<file path="src/rtl/ahb_lite_master_if.sv">
// Command/response handshake and AHB-Lite master bus signals of ahb_lite_master.
// The master modport is the initiator's view; slave is the view of the agent and bus around it.
interface ahb_lite_master_if;
    logic        cmd_valid;
    logic        cmd_ready;
    logic        cmd_write;
    logic [31:0] cmd_addr;
    logic [2:0]  cmd_size;
    logic [31:0] cmd_wdata;
    logic        rsp_valid;
    logic        rsp_ready;
    logic [31:0] rsp_rdata;
    logic        rsp_err;
    logic        rsp_timeout;
    logic [31:0] ahb_haddr_o;
    logic        ahb_hwrite_o;
    logic [2:0]  ahb_hsize_o;
    logic [2:0]  ahb_hburst_o;
    logic [3:0]  ahb_hprot_o;
    logic [1:0]  ahb_htrans_o;
    logic        ahb_hmastlock_o;
    logic [31:0] ahb_hwdata_o;
    logic        ahb_hready_i;
    logic        ahb_hresp_i;
    logic [31:0] ahb_hrdata_i;

    modport master (
        input  cmd_valid, cmd_write, cmd_addr, cmd_size, cmd_wdata, rsp_ready,
               ahb_hready_i, ahb_hresp_i, ahb_hrdata_i,
        output cmd_ready, rsp_valid, rsp_rdata, rsp_err, rsp_timeout,
               ahb_haddr_o, ahb_hwrite_o, ahb_hsize_o, ahb_hburst_o, ahb_hprot_o,
               ahb_htrans_o, ahb_hmastlock_o, ahb_hwdata_o
    );

    modport slave (
        output cmd_valid, cmd_write, cmd_addr, cmd_size, cmd_wdata, rsp_ready,
               ahb_hready_i, ahb_hresp_i, ahb_hrdata_i,
        input  cmd_ready, rsp_valid, rsp_rdata, rsp_err, rsp_timeout,
               ahb_haddr_o, ahb_hwrite_o, ahb_hsize_o, ahb_hburst_o, ahb_hprot_o,
               ahb_htrans_o, ahb_hmastlock_o, ahb_hwdata_o
    );
endinterface

</file>
<file path="src/rtl/ahb_lite_master.sv">
// Single-outstanding AHB-Lite initiator: turns valid/ready commands into SINGLE
// transfers with wait-state, ERROR-response and bus-hang timeout handling.
module ahb_lite_master #(
    parameter int unsigned TIMEOUT_CYCLES = 1024,
    parameter logic [3:0]  HPROT_VAL      = 4'b0011
) (
    input  logic              clk,
    input  logic              resetn,
    ahb_lite_master_if.master bus
);
    typedef enum logic [1:0] {S_IDLE, S_ADDR, S_DATA, S_RESP} state_e;

    localparam logic [1:0]  HTRANS_IDLE   = 2'b00;
    localparam logic [1:0]  HTRANS_NONSEQ = 2'b10;
    localparam logic [15:0] TMO_LAST      = 16'(TIMEOUT_CYCLES - 1);

    state_e      state_q, state_d;
    logic [1:0]  htrans_q, htrans_d;
    logic [31:0] haddr_q, haddr_d;
    logic        hwrite_q, hwrite_d;
    logic [2:0]  hsize_q, hsize_d;
    logic [31:0] hwdata_q, hwdata_d;
    logic [31:0] wdata_q, wdata_d;
    logic        rsp_valid_q, rsp_valid_d;
    logic        rsp_err_q, rsp_err_d;
    logic        rsp_timeout_q, rsp_timeout_d;
    logic [31:0] rsp_rdata_q, rsp_rdata_d;
    logic [15:0] tmo_cnt_q, tmo_cnt_d;
    logic        cmd_legal;
    logic        tmo_hit;

    function automatic logic is_legal(input logic [2:0] size, input logic [1:0] addr_lo);
        case (size)
            3'd0:    return 1'b1;
            3'd1:    return ~addr_lo[0];
            3'd2:    return addr_lo == 2'b00;
            default: return 1'b0;
        endcase
    endfunction

    always_comb begin
        state_d       = state_q;
        htrans_d      = htrans_q;
        haddr_d       = haddr_q;
        hwrite_d      = hwrite_q;
        hsize_d       = hsize_q;
        hwdata_d      = hwdata_q;
        wdata_d       = wdata_q;
        rsp_valid_d   = rsp_valid_q;
        rsp_err_d     = rsp_err_q;
        rsp_timeout_d = rsp_timeout_q;
        rsp_rdata_d   = rsp_rdata_q;
        tmo_cnt_d     = tmo_cnt_q;
        cmd_legal     = is_legal(bus.cmd_size, bus.cmd_addr[1:0]);
        tmo_hit       = !bus.ahb_hready_i && (tmo_cnt_q == TMO_LAST);

        case (state_q)
            S_IDLE: begin
                if (bus.cmd_valid) begin
                    if (cmd_legal) begin
                        state_d   = S_ADDR;
                        htrans_d  = HTRANS_NONSEQ;
                        haddr_d   = bus.cmd_addr;
                        hwrite_d  = bus.cmd_write;
                        hsize_d   = bus.cmd_size;
                        wdata_d   = bus.cmd_wdata;
                        tmo_cnt_d = '0;
                    end else begin
                        // Rejected commands answer without touching the bus.
                        state_d       = S_RESP;
                        rsp_valid_d   = 1'b1;
                        rsp_err_d     = 1'b1;
                        rsp_timeout_d = 1'b0;
                        rsp_rdata_d   = '0;
                    end
                end
            end
            S_ADDR: begin
                if (bus.ahb_hready_i) begin
                    state_d   = S_DATA;
                    htrans_d  = HTRANS_IDLE;
                    tmo_cnt_d = '0;
                    if (hwrite_q) hwdata_d = wdata_q;
                end else if (tmo_hit) begin
                    state_d       = S_RESP;
                    htrans_d      = HTRANS_IDLE;
                    rsp_valid_d   = 1'b1;
                    rsp_err_d     = 1'b1;
                    rsp_timeout_d = 1'b1;
                    rsp_rdata_d   = '0;
                end else begin
                    tmo_cnt_d = tmo_cnt_q + 16'd1;
                end
            end
            S_DATA: begin
                // A two-cycle ERROR just looks like a wait state followed by completion.
                if (bus.ahb_hready_i) begin
                    state_d       = S_RESP;
                    rsp_valid_d   = 1'b1;
                    rsp_err_d     = bus.ahb_hresp_i;
                    rsp_timeout_d = 1'b0;
                    rsp_rdata_d   = (!hwrite_q && !bus.ahb_hresp_i) ? bus.ahb_hrdata_i : '0;
                end else if (tmo_hit) begin
                    state_d       = S_RESP;
                    htrans_d      = HTRANS_IDLE;
                    rsp_valid_d   = 1'b1;
                    rsp_err_d     = 1'b1;
                    rsp_timeout_d = 1'b1;
                    rsp_rdata_d   = '0;
                end else begin
                    tmo_cnt_d = tmo_cnt_q + 16'd1;
                end
            end
            S_RESP: begin
                if (bus.rsp_ready) begin
                    state_d     = S_IDLE;
                    rsp_valid_d = 1'b0;
                end
            end
            default: state_d = S_IDLE;
        endcase
    end

    always_ff @(posedge clk or negedge resetn) begin
        if (!resetn) begin
            state_q       <= S_IDLE;
            htrans_q      <= HTRANS_IDLE;
            haddr_q       <= '0;
            hwrite_q      <= 1'b0;
            hsize_q       <= '0;
            hwdata_q      <= '0;
            rsp_valid_q   <= 1'b0;
            rsp_err_q     <= 1'b0;
            rsp_timeout_q <= 1'b0;
            rsp_rdata_q   <= '0;
            tmo_cnt_q     <= '0;
        end else begin
            state_q       <= state_d;
            htrans_q      <= htrans_d;
            haddr_q       <= haddr_d;
            hwrite_q      <= hwrite_d;
            hsize_q       <= hsize_d;
            hwdata_q      <= hwdata_d;
            rsp_valid_q   <= rsp_valid_d;
            rsp_err_q     <= rsp_err_d;
            rsp_timeout_q <= rsp_timeout_d;
            rsp_rdata_q   <= rsp_rdata_d;
            tmo_cnt_q     <= tmo_cnt_d;
        end
    end

    // Captured write data is only consumed after a legal accept, so it needs no reset.
    always_ff @(posedge clk) begin
        wdata_q <= wdata_d;
    end

    assign bus.cmd_ready       = (state_q == S_IDLE);
    assign bus.rsp_valid       = rsp_valid_q;
    assign bus.rsp_rdata       = rsp_rdata_q;
    assign bus.rsp_err         = rsp_err_q;
    assign bus.rsp_timeout     = rsp_timeout_q;
    assign bus.ahb_haddr_o     = haddr_q;
    assign bus.ahb_hwrite_o    = hwrite_q;
    assign bus.ahb_hsize_o     = hsize_q;
    assign bus.ahb_hburst_o    = 3'b000;
    assign bus.ahb_hprot_o     = HPROT_VAL;
    assign bus.ahb_htrans_o    = htrans_q;
    assign bus.ahb_hmastlock_o = 1'b0;
    assign bus.ahb_hwdata_o    = hwdata_q;
endmodule

</file>
<file path="src/flat_wrapper.sv">
// flat-port wrapper written by rule: the top's interface ports become plain ports
module ahb_lite_master_flat 
#(
    parameter int unsigned TIMEOUT_CYCLES = 1024,
    parameter logic [3:0]  HPROT_VAL      = 4'b0011
)
  (clk, resetn, bus_cmd_valid, bus_cmd_write, bus_cmd_addr, bus_cmd_size, bus_cmd_wdata, bus_rsp_ready, bus_ahb_hready_i, bus_ahb_hresp_i, bus_ahb_hrdata_i, bus_cmd_ready, bus_rsp_valid, bus_rsp_rdata, bus_rsp_err, bus_rsp_timeout, bus_ahb_haddr_o, bus_ahb_hwrite_o, bus_ahb_hsize_o, bus_ahb_hburst_o, bus_ahb_hprot_o, bus_ahb_htrans_o, bus_ahb_hmastlock_o, bus_ahb_hwdata_o);
  ahb_lite_master_if bus_i ();
  input  logic clk;
  input  logic resetn;
  input wire logic [$bits(bus_i.cmd_valid)-1:0] bus_cmd_valid;
  input wire logic [$bits(bus_i.cmd_write)-1:0] bus_cmd_write;
  input wire logic [$bits(bus_i.cmd_addr)-1:0] bus_cmd_addr;
  input wire logic [$bits(bus_i.cmd_size)-1:0] bus_cmd_size;
  input wire logic [$bits(bus_i.cmd_wdata)-1:0] bus_cmd_wdata;
  input wire logic [$bits(bus_i.rsp_ready)-1:0] bus_rsp_ready;
  input wire logic [$bits(bus_i.ahb_hready_i)-1:0] bus_ahb_hready_i;
  input wire logic [$bits(bus_i.ahb_hresp_i)-1:0] bus_ahb_hresp_i;
  input wire logic [$bits(bus_i.ahb_hrdata_i)-1:0] bus_ahb_hrdata_i;
  output wire logic [$bits(bus_i.cmd_ready)-1:0] bus_cmd_ready;
  output wire logic [$bits(bus_i.rsp_valid)-1:0] bus_rsp_valid;
  output wire logic [$bits(bus_i.rsp_rdata)-1:0] bus_rsp_rdata;
  output wire logic [$bits(bus_i.rsp_err)-1:0] bus_rsp_err;
  output wire logic [$bits(bus_i.rsp_timeout)-1:0] bus_rsp_timeout;
  output wire logic [$bits(bus_i.ahb_haddr_o)-1:0] bus_ahb_haddr_o;
  output wire logic [$bits(bus_i.ahb_hwrite_o)-1:0] bus_ahb_hwrite_o;
  output wire logic [$bits(bus_i.ahb_hsize_o)-1:0] bus_ahb_hsize_o;
  output wire logic [$bits(bus_i.ahb_hburst_o)-1:0] bus_ahb_hburst_o;
  output wire logic [$bits(bus_i.ahb_hprot_o)-1:0] bus_ahb_hprot_o;
  output wire logic [$bits(bus_i.ahb_htrans_o)-1:0] bus_ahb_htrans_o;
  output wire logic [$bits(bus_i.ahb_hmastlock_o)-1:0] bus_ahb_hmastlock_o;
  output wire logic [$bits(bus_i.ahb_hwdata_o)-1:0] bus_ahb_hwdata_o;
  assign bus_i.cmd_valid = bus_cmd_valid;
  assign bus_i.cmd_write = bus_cmd_write;
  assign bus_i.cmd_addr = bus_cmd_addr;
  assign bus_i.cmd_size = bus_cmd_size;
  assign bus_i.cmd_wdata = bus_cmd_wdata;
  assign bus_i.rsp_ready = bus_rsp_ready;
  assign bus_i.ahb_hready_i = bus_ahb_hready_i;
  assign bus_i.ahb_hresp_i = bus_ahb_hresp_i;
  assign bus_i.ahb_hrdata_i = bus_ahb_hrdata_i;
  assign bus_cmd_ready = bus_i.cmd_ready;
  assign bus_rsp_valid = bus_i.rsp_valid;
  assign bus_rsp_rdata = bus_i.rsp_rdata;
  assign bus_rsp_err = bus_i.rsp_err;
  assign bus_rsp_timeout = bus_i.rsp_timeout;
  assign bus_ahb_haddr_o = bus_i.ahb_haddr_o;
  assign bus_ahb_hwrite_o = bus_i.ahb_hwrite_o;
  assign bus_ahb_hsize_o = bus_i.ahb_hsize_o;
  assign bus_ahb_hburst_o = bus_i.ahb_hburst_o;
  assign bus_ahb_hprot_o = bus_i.ahb_hprot_o;
  assign bus_ahb_htrans_o = bus_i.ahb_htrans_o;
  assign bus_ahb_hmastlock_o = bus_i.ahb_hmastlock_o;
  assign bus_ahb_hwdata_o = bus_i.ahb_hwdata_o;
  ahb_lite_master #(.TIMEOUT_CYCLES(TIMEOUT_CYCLES), .HPROT_VAL(HPROT_VAL)) u_core (.clk(clk), .resetn(resetn), .bus(bus_i));
endmodule
</file>
<file path="config.mk">
export PLATFORM = sky130hd
export DESIGN_NAME = ahb_lite_master_flat
export DESIGN_NICKNAME = d
export VERILOG_FILES = /design/src/rtl/ahb_lite_master_if.sv /design/src/rtl/ahb_lite_master.sv /design/src/flat_wrapper.sv
export SDC_FILE = /design/constraint.sdc
export NUM_CORES = 1
export LEC_CHECK = 0
export ABC_AREA = 1
export CORE_ASPECT_RATIO = 1.25
export CORE_MARGIN = 1.5
export CORE_UTILIZATION = 40
export CTS_BUF_LIST = sky130_fd_sc_hd__clkbuf_4
export DETAILED_ROUTE_END_ITERATION = 8
export PLACE_DENSITY = 0.81
export REMOVE_ABC_BUFFERS = 1
export SYNTH_ARGS = -nofsm -noshare
export SYNTH_HDL_FRONTEND = slang
export SYNTH_SLANG_ARGS = --single-unit
</file>
<file path="constraint.sdc">
create_clock -name clk -period 4.4 [get_ports clk]
set_input_delay 0.44 -clock clk [delete_from_list [all_inputs] [get_ports clk]]
set_output_delay 0.44 -clock clk [all_outputs]
set_load 0.02 [all_outputs]
</file>
==> metrics.txt, run 1 <==
clk_skew=around 0.030 ns; vias after detailed routing=roughly 5.9k; DRC=0; register clock-pin slew on the reported worst setup and hold paths=between 0.1 and 0.15 ns; Global Route Usage Sum=between 20% and 30%; share of layout cells above drive strength 1=under 10%; clk buf depth=2; CTS Buf Count=17; fillers=roughly 1.6k; f_max=approximately 380 MHz; startpoint types=primary input; Clock Latency Late Sink=roughly 0.55 ns; post-layout worst setup margin=approximately 1.8 ns; Synth Instances=between 700 and 800; syn avg cell area=approximately 9.2 µm²; initial antenna violation count=1; Final ANT Viol Nets=0; Peak supply drop=0.345 mV; Layout Cells excl Fill=roughly 1.2k; hold-fix buffers at CTS=1; Ys Warns=0; final period utilization=approximately three fifths; CTS tree=done; R2R setup slack=1.92 ns; Worst Max-Slew Pin Slew=1.07 ns; Max Cap Viol=0; number of port buffers=~210; dominant cell type by area after synthesis=dfrtp_1; CTS resizes=0; vias in the first global route=roughly 5.9k; Rows=54; FF+latch count, synth=~160; FF+latch area=roughly 4000 µm²; crit-path max FO=42; final slew viol count=0; Reg2Reg Depth=8; Ports=220; DP Wirelength=approximately 13,000 µm; Setup Viol. Count Final=0; CP Data Required Time=a little under 5 ns; dpl ws=approximately 1.3 ns; Area growth syn-to-layout=34.3%; Leakage=~4.4 nW; dominant cells by area after synthesis=dfrtp_1 (43%), nand2_1 (16%), edfxtp_1 (14%); Core Region=17,400 µm²; final hold viol count=0; Starting Density=approximately two fifths; Worst EP arrival=3.04 ns; Overflow after GRT=0; first-pass GRT wire length=29,400 µm; RD Place Congestion=approximately 0.89; H-tree Lvls=4; reg-to-reg critical path endpoint=u_core.bus.rsp_rdata[3]; largest net degree at the start of global routing=71; Die Wd=between 100 and 150 µm; Final Net Count=1,081; Die Area=between 15,000 and 20,000 µm²; Critical path origin=bus_ahb_hready_i; FFs w/ async S/R, synth=79.4%; EDFF count, synth=32; number of vias per cell=4.92; post-CTS setup buffer count=0; TNS Setup=0 ns; Routed WL per cell=~15 µm; Yosys top cell area share=approximately 43%; Reg-to-Reg Start=u_core.state_q[0]; Main synth FF type=dfrtp_1; CTS Sinks=between 150 and 200; Pwr Density=between 500 and 600 nW/µm²; Clock Tree Root=clkbuf_4; minimum clock period=2.61 ns; worst min path class=in -> reg; multi-input logic area=roughly 2600 µm²; Synth cell types=35; outcome=finished, final reports clean; DR iter-0 viols=around 420; crit path kind=in -> reg; RSZ-0062 raised after global routing=no; Post-Syn Area=about 7100 µm²; Placed Cells=about 1.2k; Hold Path Depth=3; die height=about 150 µm; final WL=between 15,000 and 20,000 µm; post-synthesis sequential area ratio=56.9%; Slew Limit Headroom=~29%; DRT Pass-1 Iters=5; Hold Crit Endpoint=u_core.bus.ahb_haddr_o[18]; Hold Crit Start=bus_cmd_addr[18]; kind of end point of the critical path=flop
[layout make-up]
| cell class | instances | share of cell area [%] |
|---|---|---|
| flip-flops and latches | 155 | 42.4 |
| multi-input cells | 530 | 27.5 |
| repair buffers | 216 | 22.6 |
| well taps | 224 | 2.94 |
| inverters | 50 | 1.97 |
| clock buffers | 18 | 1.42 |
| clock inverters | 14 | 1.23 |
| diodes | 1 | 0.0263 |
[metal layers]
metal / share of wire, % / global-route usage, %
met1: 41 / 24.6
met4: 3.0 / 8.47
met3: 6.5 / 4.58
met2: 50 / 33.7
met5: 0 / 0
[state kept, by name, indices dropped and copies added, names as in the netlist]
signal / cells
u_core.bus.ahb_haddr_o: 32
u_core.bus.ahb_hsize_o: 3
u_core.bus.ahb_htrans_o: 2
u_core.bus.ahb_hwdata_o: 32
u_core.bus.ahb_hwrite_o: 1
u_core.bus.rsp_err: 1
u_core.bus.rsp_rdata: 32
u_core.bus.rsp_timeout: 1
u_core.bus.rsp_valid: 1
u_core.state_q: 2
u_core.tmo_cnt_q: 16
u_core.wdata_q: 32
[layout by cell type (no fill, tap or decap), types with 3 or more instances in the layout]
cell,n
a21oi_1,16
a31oi_1,3
a32oi_1,7
buf_4,5
clkbuf_4,18
clkdlybuf4s50_1,210
clkinv_1,3
clkinv_4,3
conb_1,8
dfrtp_1,123
edfxtp_1,32
ha_1,5
inv_1,41
inv_2,9
inv_8,3
mux2_1,4
mux2_2,28
nand2_1,297
nand2_2,7
nand3_1,37
nand3_2,4
nand4_1,4
nor2_1,37
nor2_2,8
nor3_1,3
o21ai_0,36
o21ai_1,13
[cell usage after synthesis (7+ instances only)]
library cell  number
nand2_1          297
dfrtp_1          123
inv_1             41
nor2_1            38
nand3_1           37
o21ai_0           36
edfxtp_1          32
mux2_2            28
buf_4             17
a21oi_1           16
o21ai_1           13
buf_2             12
inv_2              9
nor2_2             8
a32oi_1            7
buf_6              7
nand2_2            7
[report_power, final]
| group | internal [W] | switching, W | leakage, nW |
|---|---|---|---|
| Clock | 0.000245 | 0.000539 | 0.138 |
| Combinational | 0.00115 | 0.00163 | 2.32 |
| Sequential | 0.00186 | 0.000233 | 1.90 |
| Total | 0.00326 | 0.00241 | 4.36 |
[logic make-up after synthesis]
family                     after synthesis  share of synthesized area [%]
AOI/OAI and AO/OA                       82                           6.46
adders and majority gates                5                          0.882
buffers and inverters                   90                           6.61
DFF                                    155                           56.9
muxes                                   32                           5.08
other                                    2                          0.106
and+or+nand+nor                        403                           23.9
[worst max path at each step]
stage                     cells after the start  slack, ns                        end
after detailed placement                      9       1.29        u_core.tmo_cnt_q[1]
after floorplan                               9      -0.35  u_core.bus.ahb_haddr_o[0]
after CTS                                     3       1.86              bus_cmd_ready
final                                         9       1.79        u_core.tmo_cnt_q[1]
after global routing                          9       1.65        u_core.tmo_cnt_q[2]
after global placement                        9       1.31        u_core.tmo_cnt_q[1]
[per-stage QoR]
| step | cell area, µm² | util (%) | hold WS [ns] | power, W |
|---|---|---|---|---|
| 4_1_cts | 9530 | 54.6 | 0.350 | 0.00571 |
| 3_5_place_dp | 9260 | 53.1 | 0.451 | 0.00492 |
| 2_1_floorplan | 6840 | - | 0.144 | 0.00366 |
| 5_1_grt | 9530 | 54.7 | 0.362 | 0.00605 |
| 3_3_place_gp | 9260 | 53.1 | 0.438 | 0.00484 |
| 6_report | 9530 | 54.7 | 0.413 | 0.00566 |
[critical path, stage by stage]
cell and delay [ns]:
clkdlybuf4s50_1 0.69, inv_2 0.52, nand2_1 0.13, nor2_2 0.22, nand3_4 0.44, inv_2 0.29
nor2_8 0.07, o21ai_0 0.16, nor2_1 0.05
(Power assumes the default switching activity.)
==> run 2, diff against run 1 <==
--- a/config.mk
+++ b/config.mk
@@ -11,7 +11,7 @@
 export CORE_UTILIZATION = 40
 export CTS_BUF_LIST = sky130_fd_sc_hd__clkbuf_4
 export DETAILED_ROUTE_END_ITERATION = 8
-export PLACE_DENSITY = 0.81
+export PLACE_DENSITY = 0.84
 export REMOVE_ABC_BUFFERS = 1
 export SYNTH_ARGS = -nofsm -noshare
 export SYNTH_HDL_FRONTEND = slang
==> constraint.sdc (replaced) <==
create_clock -name clk -period 2.2 [get_ports clk]
set_input_delay 0.22 -clock clk [delete_from_list [all_inputs] [get_ports clk]]
set_output_delay 0.22 -clock clk [all_outputs]
set_load 0.02 [all_outputs]
==> metrics.txt, run 2 (synthesized netlist as in run 1, its figures left out) <==
DP Wirelength=13,300 µm (+4.5%); clk buf depth=2 (unchanged); largest net degree at the start of global routing=50 (-30%); Final ANT Viol Nets=0 (unchanged); vias after detailed routing=5,951 (+0.050%); power share of the combinational group=49.1% (about the same); startpoint types=flop; Peak supply drop=0.660 mV (+91%); Worst path max stage delay=0.44 ns (-0.25 ns); Leakage=4.50 nW (+3.2%); Reg-to-Reg Start=u_core.state_q[0]; CTS tree=done; number of port buffers=211 (unchanged); initial antenna violation count=0 (-1); Ports=220 (unchanged); sw frac=41.3% (-1.2 points); CP Data Required Time=1.98 ns (-2.85 ns); P_sw=0.00494 W (+110%); kind of end point of the critical path=primary output; final WL=18,500 µm (+2.9%); minimum clock period=between 2 and 2.5 ns; Reg2Reg Depth=12 (+4); Min Hold Slack=0.137 ns (-0.276 ns); antenna cells=0 (-1); Global Route Usage Sum=20.8% (+0.75 points); Slew Limit Headroom=58.4% (+30 points); Layout Utilization=56.1% (+1.5 points); Final Net Count=1,096 (+1.4%); worst path bufs/invs=3 (unchanged); RSZ-0062 raised after global routing=no; Routed WL per cell=15.1 µm (+1.7%); Overflow after GRT=0 (unchanged); Setup Viol. Count Final=0 (unchanged); delay-heaviest family, CP=buffers and inverters; share of layout cells above drive strength 1=11.4% (+1.6 points); critical-path cell list=inv_1 -> ha_1 -> buf_4 -> dlygate4sd2_1; clock share of power=15.9% (+2.1 points); Starting Density=40.7% (unchanged); worst min path class=in -> async; CTS Buf Count=17 (unchanged); crit-path max FO=4 (-90%); RD Place Congestion=0.820 (-8.3%); DR iter-0 viols=332 (-20%); Worst EP arrival=1.82 ns (-1.22 ns); Area growth syn-to-layout=37.9%; Core Region=17,400 µm² (unchanged); number of vias per cell=4.87 (-1.1%); register clock-pin slew on the reported worst setup and hold paths=0.15 ns (about the same); crit path kind=reg -> out; R2R setup slack=0.26 ns (-1.66 ns); Die Area=18,500 µm² (unchanged); Worst Max-Slew Pin Slew=0.623 ns (-0.447 ns); TNS Setup=0 ns (unchanged); die height=152 µm (unchanged); Max Cap Viol=0 (unchanged); vias in the first global route=6,017 (+2.1%); fillers=1,531 (-1.7%); final slew viol count=0 (unchanged); DRC=0 (unchanged); f_max=491 MHz; most common cell after layout, fill and taps aside=nand2_1; Clock Tree Root=clkbuf_4; sequential share of power=35.0% (-1.9 points); Clock Latency Late Sink=0.58 ns (+0.03 ns); Internal=0.00701 W (+120%); slowest cell on the critical path=dfrtp_1; DRT Pass-1 Iters=5 (unchanged); Rows=54 (unchanged); H-tree Lvls=4 (unchanged); commonest non-fill, non-tap cells in the layout=nand2_1 (297), clkdlybuf4s50_1 (209), dfrtp_1 (123); clk_skew=0.0246 ns (-0.00527 ns); first-pass GRT wire length=30,400 µm (+3.3%); final period utilization=between 90% and 100%; reg-to-reg critical path endpoint=u_core.tmo_cnt_q[1]; final hold viol count=0 (unchanged); Pwr Density=1220 nW/µm² (+110%); outcome=finished, final reports clean; Die Wd=122 µm (unchanged); CTS Sinks=155 (unchanged)
## run 2: cell types whose count changed in the layout (fill, tap and decap cells not counted), moves of 2 or more
| cell | before | now |
|---|---|---|
| buf_12 | 0 | 7 |
| inv_6 | 2 | 4 |
| bufinv_16 | 0 | 2 |
| buf_4 | 5 | 13 |
| clkinv_1 | 3 | 1 |
## run 2: power by group through the flow
stage | registers, W | clock network, W | logic (W)
2_1_floorplan | 0.00508 | 0 | 0.00224
3_3_place_gp | 0.00419 | 0 | 0.00578
3_5_place_dp | 0.00424 | 0 | 0.00590
4_1_cts | 0.00418 | 0.00194 | 0.00591
5_1_grt | 0.00428 | 0.00206 | 0.00638
6_report | 0.00418 | 0.00189 | 0.00587
## run 2: what timing repair did
item                                    CTS  global route
endpoints found under the setup margin    1             0
hold buffers                              1             0
endpoints found under the hold margin    35             0
setup buffers                             0             0
resized for setup                         1             0
## run 2: area by class of cell
cell class                 instances  area (µm²)  share of cell area [%]
tap                              224         280                    2.86
multi-input combinational        530        2620                    26.7
clock inverter                    14         178                    1.82
sequential                       155        4040                    41.3
timing repair buffer             231        2350                    24.0
clock buffer                      18         135                    1.38
inverter                          50         188                    1.92
## run 2: routing by layer
| metal | wire (µm) | global-route usage [%] | vias to the layer above |
|---|---|---|---|
| met5 | 0 | 0 | - |
| met2 | 9480 | 35.3 | 209 |
| met1 | 7200 | 24.5 | 2803 |
| met4 | 484 | 7.70 | 0 |
| li1 | - | - | 2901 |
| met3 | 1320 | 6.72 | 38 |
## run 2: worst reg2reg max path, stage by stage (launching register included)
cell and delay [ns]:
dfrtp_1 0.44, inv_1 0.11, ha_1 0.19, inv_2 0.07
nor2_2 0.09, nand3_2 0.14, nand2_1 0.12, nand2_2 0.11
buf_4 0.20, nor2_8 0.12, inv_1 0.08, nor2_1 0.10
nor2_1 0.05
## run 2: through the flow
step                      instance area, µm²  total power (W)  setup slack [ns]  std cells
after floorplan                         6840          0.00732             -2.55        735
after global placement                  9460          0.00997            0.0583       1189
after detailed placement                9460           0.0101            0.0171       1189
after CTS                               9780           0.0120             0.140       1222
after global routing                    9780           0.0127            0.0371       1222
final                                   9780           0.0119             0.164       1222
## run 2: how the worst max path moves through the flow
stage | cells past startpoint | endpoint | start | slack [ns]
2_1_floorplan | 9 | u_core.bus.ahb_haddr_o[0] | u_core.state_q[0] | -2.55
3_3_place_gp | 9 | u_core.tmo_cnt_q[1] | bus_cmd_addr[1] | 0.06
3_5_place_dp | 9 | u_core.tmo_cnt_q[1] | bus_cmd_addr[1] | 0.02
4_1_cts | 4 | bus_cmd_ready | u_core.state_q[0] | 0.14
5_1_grt | 11 | u_core.tmo_cnt_q[1] | u_core.state_q[1] | 0.04
6_report | 4 | bus_cmd_ready | u_core.state_q[0] | 0.16
